## src/rtl/argmax_classifier_int8.sv

```systemverilog
// rtl/argmax_classifier_int8.sv - sequential signed INT8 argmax over a captured score vector
// Captures one vector in IDLE, scans one element per cycle, reports winner with a done pulse.
module argmax_classifier_int8 #(
  parameter int NUM_CLASSES = 10,
  parameter int IDX_W       = 4
) (
  input  logic                     clk,
  input  logic                     rst_n,
  input  logic                     in_valid,
  input  logic [NUM_CLASSES*8-1:0] in_vec,
  input  logic                     ovr_clr,
  output logic                     busy,
  output logic                     done,
  output logic [IDX_W-1:0]         class_idx,
  output logic [7:0]               max_val,
  output logic                     overrun
);

  typedef enum logic {S_IDLE, S_SCAN} state_t;

  state_t                   state_q, state_d;
  logic [NUM_CLASSES*8-1:0] buf_q, buf_d;
  logic [IDX_W-1:0]         cur_idx_q, cur_idx_d;
  logic signed [7:0]        best_val_q, best_val_d;
  logic [IDX_W-1:0]         best_idx_q, best_idx_d;
  logic [IDX_W-1:0]         class_idx_q, class_idx_d;
  logic [7:0]               max_val_q, max_val_d;
  logic                     done_q, done_d;
  logic                     overrun_q, overrun_d;

  logic signed [7:0]        cur_elem;
  logic                     last_elem;
  logic                     cand_gt;
  logic                     accept;
  logic                     ovr_event;

  always_comb begin
    cur_elem = '0;
    for (int i = 0; i < NUM_CLASSES; i++) begin
      if (cur_idx_q == IDX_W'(i)) cur_elem = buf_q[i*8 +: 8];
    end
  end

  // Strict greater-than keeps the lowest index on ties.
  assign cand_gt   = cur_elem > best_val_q;
  assign last_elem = (cur_idx_q == IDX_W'(NUM_CLASSES - 1));
  assign accept    = (state_q == S_IDLE) && in_valid;
  assign ovr_event = (state_q == S_SCAN) && in_valid;

  always_ff @(posedge clk or negedge rst_n) begin
    if (!rst_n) state_q <= S_IDLE;
    else        state_q <= state_d;
  end

  always_comb begin
    state_d = state_q;
    case (state_q)
      S_IDLE:  if (in_valid) state_d = S_SCAN;
      S_SCAN:  if (last_elem) state_d = S_IDLE;
      default: state_d = S_IDLE;
    endcase
  end

  always_comb begin
    busy = (state_q == S_SCAN);
  end

  always_comb begin
    buf_d       = buf_q;
    cur_idx_d   = cur_idx_q;
    best_val_d  = best_val_q;
    best_idx_d  = best_idx_q;
    class_idx_d = class_idx_q;
    max_val_d   = max_val_q;
    done_d      = 1'b0;
    if (accept) begin
      buf_d      = in_vec;
      best_val_d = in_vec[7:0];
      best_idx_d = '0;
      cur_idx_d  = IDX_W'(1);
    end else if (state_q == S_SCAN) begin
      if (cand_gt) begin
        best_val_d = cur_elem;
        best_idx_d = cur_idx_q;
      end
      cur_idx_d = cur_idx_q + IDX_W'(1);
      if (last_elem) begin
        class_idx_d = cand_gt ? cur_idx_q : best_idx_q;
        max_val_d   = cand_gt ? cur_elem : best_val_q;
        done_d      = 1'b1;
        cur_idx_d   = '0;
      end
    end
  end

  // Set wins over clear when both land on the same edge.
  always_comb begin
    overrun_d = ovr_clr ? 1'b0 : overrun_q;
    if (ovr_event) overrun_d = 1'b1;
  end

  always_ff @(posedge clk or negedge rst_n) begin
    if (!rst_n) begin
      buf_q       <= '0;
      cur_idx_q   <= '0;
      best_val_q  <= '0;
      best_idx_q  <= '0;
      class_idx_q <= '0;
      max_val_q   <= '0;
      done_q      <= 1'b0;
      overrun_q   <= 1'b0;
    end else begin
      buf_q       <= buf_d;
      cur_idx_q   <= cur_idx_d;
      best_val_q  <= best_val_d;
      best_idx_q  <= best_idx_d;
      class_idx_q <= class_idx_d;
      max_val_q   <= max_val_d;
      done_q      <= done_d;
      overrun_q   <= overrun_d;
    end
  end

  assign done      = done_q;
  assign class_idx = class_idx_q;
  assign max_val   = max_val_q;
  assign overrun   = overrun_q;

endmodule

```

## config.mk

```make
export PLATFORM = sky130hd
export DESIGN_NAME = argmax_classifier_int8
export DESIGN_NICKNAME = d
export VERILOG_FILES = /design/src/rtl/argmax_classifier_int8.sv
export SDC_FILE = /design/constraint.sdc
export NUM_CORES = 1
export LEC_CHECK = 0
export CORE_MARGIN = 2
export CORE_UTILIZATION = 55
export CTS_BUF_LIST = sky130_fd_sc_hd__clkbuf_8
export DETAILED_ROUTE_END_ITERATION = 12
export GPL_ROUTABILITY_DRIVEN = 0
export PLACE_DENSITY = 0.88
export SKIP_LAST_GASP = 1
export SLEW_MARGIN = 20
export SYNTH_ARGS = -nofsm -noshare
export SYNTH_HDL_FRONTEND = slang
export SYNTH_SLANG_ARGS = --single-unit
```

## constraint.sdc

```tcl
create_clock -name clk -period 3.6 [get_ports clk]
set_input_delay 0.72 -clock clk [delete_from_list [all_inputs] [get_ports clk]]
set_output_delay 0.72 -clock clk [all_outputs]
set_load 0.005 [all_outputs]
```

==> impl_metrics.env <==
export IMPL_min_delay_path_class="in -> async"
export IMPL_port_buffers=98
export IMPL_avgSynthCellArea_sq_um=8.812
export IMPL_grt_busiest_layer="met2"
export IMPL_yosys_warnings=0
export IMPL_fmax_mhz=284.2
export IMPL_synthFlopType="dfrtp_1"
export IMPL_drive_above_1_share_pct=10.23
export IMPL_cp_end_kind="register"
export IMPL_antenna_cells=0
export IMPL_clockBufferDepth=2
export IMPL_use_met2_pct=45.18
export IMPL_cts_max_level=3
export IMPL_via_count=5035
export IMPL_use_met3_pct=6.051
export IMPL_final_common_cell="nand2_1"
export IMPL_nFillCells=761
export IMPL_rr_worst_depth=12
export IMPL_synthDistinctLibCells=59
export IMPL_synth_seq_area_share_pct=49.64
export IMPL_drtIter0Drc=651
export IMPL_synth_cells=635
export IMPL_slew_viol_final=0
export IMPL_io_pins=99
export IMPL_fin_cells=866
export IMPL_coreArea_sq_mm=0.009819
export IMPL_final_antenna_net_count=0
export IMPL_insertion_delay_ns=0.39
export IMPL_tns_ns=0
export IMPL_grt_overflow=0
export IMPL_vdd_drop_max_v=0.0008407
export IMPL_rows=36
export IMPL_crit_fanout=8
export IMPL_antenna_found_initial=0
export IMPL_cts_root_buf="clkbuf_8"
export IMPL_syn_nets=727
export IMPL_netlist_area_sq_mm=0.005595
export IMPL_nets=820
export IMPL_synth_edff_count=0
export IMPL_timing_slew_headroom_pct=33.70
export IMPL_synth_seq_cells=111
export IMPL_grt_use_met1_pct=36.07
export IMPL_routedWlPerCell_um=17.21
export IMPL_clkTransAtPathRegs_ns=0.10
export IMPL_period_needed_ns=3.518
export IMPL_worst_pin_slew_ns=0.9841
export IMPL_utilization_pct=70.77
export IMPL_cp_required_ns=3.88
export IMPL_min_period_over_period_pct=97.73
export IMPL_die_x_um=104.9
export IMPL_die_h_um=104.9
export IMPL_place_inst=844
export IMPL_setup_ws_ns=0.08155
export IMPL_cts_tree="built"
export IMPL_wl_mm=14.91
export IMPL_cp_arrival_ns=3.80
export IMPL_syn_to_final_growth_pct=24.19
export IMPL_critPathKind="reg -> reg"
export IMPL_grt_first_pass_wirelength_mm=24.15
export IMPL_cts_sinks=111
export IMPL_viasPerCell=5.814
export IMPL_grt_pass1_vias=4945
export IMPL_first_pass_iters=6
export IMPL_dpl_worst_slack_ns=0.2411
export IMPL_holdBufCountCts=0
export IMPL_async_flop_share_pct=100.0
export IMPL_grt_start_max_net_pins=69
export IMPL_p_total_mw=7.637
export IMPL_hold_viol=0
export IMPL_dpl_hpwl_mm=10.83
export IMPL_finalSetupViolCount=0
export IMPL_start_util_pct=56.98
export IMPL_layout_common_cells="nand2_1 (265), dfrtp_1 (111), clkdlybuf4s50_1 (97)"
export IMPL_critPathLaunchType="register"
export IMPL_track_usage_pct=27.69
export IMPL_cts_buffers=9
export IMPL_power_density_mw_per_mm2=1099
export IMPL_die_area_sq_mm=0.01100
export IMPL_drc=0
export IMPL_max_cap_violations=0
export IMPL_p_leak_nw=3.341
export IMPL_clock_skew_ns=0.004226
export IMPL_status="complete, no violations"
## routing by layer
layer / wire length, um / part of all wire (%) / up-vias
li1: - / - / 2316
met1: 6054 / 41 / 2377
met2: 7137 / 48 / 284
met3: 1202 / 8.1 / 58
met4: 513 / 3.4 / 0
met5: 0 / 0 / -
## what timing repair did
action,4_1_cts,5_1_grt
setup buffers,0,6
endpoints found under the setup margin,0,13
resized for setup,0,5
## registers in the layout, summed over array words and instances, names as in the netlist
register / count
done: 1
best_val_q: 8
buf_q: 80
best_idx_q: 4
cur_idx_q: 4
max_val: 8
busy: 1
class_idx: 4
overrun: 1
## kinds of logic after synthesis
group | after synthesis | share of synthesized area [%]
buffers and inverters | 60 | 5.188
AND/OR/NAND/NOR | 329 | 24.75
multiplexers | 25 | 6.015
XOR/XNOR | 1 | 0.1566
flip-flops | 111 | 49.64
AO/OA/AOI/OAI | 101 | 12.46
adder cells (fa/ha/maj) | 8 | 1.789
## where the power goes
part           internal (mW)  switching, mW  total (mW)  leakage [nW]
sequential              1.85          0.391        2.24          1.36
combinational           2.02           2.64        4.66          1.89
clock                  0.281          0.452       0.733        0.0886
## Yosys cell counts, drive strengths merged, types with 7 or more instances
cell / instances / share of area, %
a21oi: 26 / 2.3
a31oi: 8 / 0.89
buf: 22 / 2.6
clkbuf: 21 / 1.4
dfrtp: 111 / 50
ha: 8 / 1.8
inv: 17 / 1.1
mux2: 9 / 1.8
mux2i: 10 / 1.8
nand2: 267 / 18
nor2: 18 / 1.2
nor2b: 7 / 0.78
o21ai: 21 / 1.9
## per-stage QoR
step	area, sq um	hold WS [ns]
3_3_place_gp	6694	0.4559
2_1_floorplan	5595	0.4244
6_report	6949	0.4314
5_1_grt	6949	0.5103
4_1_cts	6885	0.4781
3_5_place_dp	6694	0.4595
## worst max-delay path: stages, from the launching register on
cell and delay, ns:
dfrtp_1 0.40, or4b_2 0.70, o311a_1 0.17, o211ai_1 0.13, nor2b_2 0.22, inv_1 0.06
ha_1 0.19, or3_1 0.40, nor4_2 0.32, a21o_2 0.30, buf_4 0.15, nor2_1 0.05
a221o_1 0.31
## path summary, 6_finish.rpt
kind,to,slack (ns),from
min,buf_q[72],0.43,rst_n
min in group clk,buf_q[18],0.48,buf_q[18]
max reg2reg,best_idx_q[0],0.08,cur_idx_q[1]
max,best_idx_q[0],0.08,cur_idx_q[1]
min reg2reg,buf_q[18],0.48,buf_q[18]
max in group asynchronous,best_val_q[2],2.42,rst_n
## final cells by class
cell class | count | area [sq um] | share of cell area (%)
flip-flops and latches | 111 | 2778 | 39.97
multi-input cells | 464 | 2552 | 36.73
repair buffers | 125 | 1197 | 17.23
well taps | 133 | 166.4 | 2.395
clock buffers | 10 | 137.6 | 1.981
inverters | 17 | 63.81 | 0.9183
clock inverters | 6 | 53.80 | 0.7742
Note: power is estimated with default switching activity, not from simulation.
==> patch, RTL diff (same flow settings) <==
Put one more register stage on the output `max_val`, cleared by the reset. The value now appears one clock later. The other outputs are not delayed to match.
--- a/src/rtl/argmax_classifier_int8.sv
+++ b/src/rtl/argmax_classifier_int8.sv
@@ -124,5 +124,11 @@
   assign done      = done_q;
   assign class_idx = class_idx_q;
-  assign max_val   = max_val_q;
+  always_ff @(posedge clk or negedge rst_n) begin
+    if (!rst_n) begin
+      max_val <= '0;
+    end else begin
+      max_val <= max_val_q;
+    end
+  end
   assign overrun   = overrun_q;
 
Behaviour: same outputs for any inputs over 10 cycles, from zero or initial values and one cycle with rst_n low; that may be too few to reach the edited logic, so the function may still have changed.
==> patch against the unedited design <==
Sequential cell count is 8 higher. Non-clock buffer count shrank 17. Total power decreased by 4.6%. Routed wire length decreased by 5.3%. Synthesized area is 0.27% lower. Cell area is 2.2% higher. Final cell count shrank 0.46%. Worst setup slack gained 0.21 ns. Largest cell class unchanged.
==> patch: results (changes against the unedited design) <==
| Metric | Value |
|---|---|
| CTS buffer count | 17 (+8) |
| Flops & latches, synth | 119 (+7.2%) |
| Buffer share of cell area | 15.4% (-1.9 points) |
| CP startpoint | cur_idx_q[3] |
| Count of plain and timing-repair buffers | 108 (-14%) |
| Worst-Skew Late Latency | 0.44 ns (+0.05 ns) |
| Status | completed |
| H-tree levels | 4 (+1) |
| Number of vias per cell | 5.65 (-2.9%) |
| Sequential area share after synthesis | 53.4% (+3.7 points) |
| Area of placed instances | 6650 µm² (-0.60%) |
| Area Growth Syn to Fin | 27.2% |
| Vias in the first global route | 4,841 (-2.1%) |
| #MultiIn Comb | 458 (-1.3%) |
| Clk pin slew, worst setup/hold paths | 0.07 ns (-0.03 ns) |
| Rel. slew slack | 46.4% (+13 points) |
| Worst EP arrival | 3.64 ns (-0.16 ns) |
| Mean post-synth cell area | 8.91 µm² (+1.2%) |
| Main area contributors after synthesis | dfrtp_1 (53%), nand2_1 (18%), mux2i_1 (5.2%) |
| Detailed Route Iter0 Violations | 408 (-37%) |
| Slowest CP cell | dfrtp_1 |
| Mapped Nets | 718 (-1.2%) |
| Peak supply drop | 0.586 mV (-30%) |
| Worst R2R End | best_val_q[3] |
| Reg2reg setup slack | 0.29 ns (+0.21 ns) |
| Top post-synthesis cells by count | nand2_1 (266), dfrtp_1 (119), a21oi_1 (37), mux2i_1 (29), nor2_1 (27) |
| DP HPWL | 10.2 mm (-5.6%) |
| Cell variety after synth | 43 (-27%) |
| WHS | 0.379 ns (-0.0528 ns) |
| Slowest stage delay, CP | 0.56 ns (-0.14 ns) |
| First-pass GRT wire length | 23.4 mm (-3.1%) |
| Comb power | 3550 µW (-24%) |
| Share of layout cells above drive strength 1 | 8.50% (-1.7 points) |
| Pre-CTS setup slack | 0.191 ns (-0.0500 ns) |
| Reg2reg path depth | 11 (-1) |
| PD cells | 1030 nW/µm² (-6.7%) |
| Wirelength per Cell | 16.4 µm (-4.9%) |
| Nets | 808 (-1.5%) |
| Crit Path Max Fanout | 19 (+11) |
[patch: changes by cell type after synthesis, moves of 5 or more]
cell,change
mux2i_1,+19
a21oi_1,+11
o22ai_1,+11
o21ai_0,-10
nor2_1,+9
dfrtp_1,+8
a31oi_1,-7
mux2_2,-5
nand4_1,-5
[patch: logic make-up after synthesis]
group	count (synthesis)	synth area share, %
buffers and inverters	49	4.28
adders and majority gates	8	1.79
muxes	36	7.22
AOI/OAI and AO/OA	86	9.73
and+or+nand+nor	328	23.6
DFF	119	53.4
[patch: metal layers]
metal  part of all wire (%)  track usage, %  routed length, µm
met1                     39            33.5               5490
met4                    4.1            13.4                573
met5                      0               0                  0
met3                    7.3            7.80               1030
met2                     50            44.9               7020
[patch: critical path: cells and delay by family (launching register included)]
family | cells | cell delay, ns
AO/OA/AOI/OAI | 6 | 1.12
adder cells (fa/ha/maj) | 1 | 0.23
flip-flops | 1 | 0.56
AND/OR/NAND/NOR | 4 | 1.28
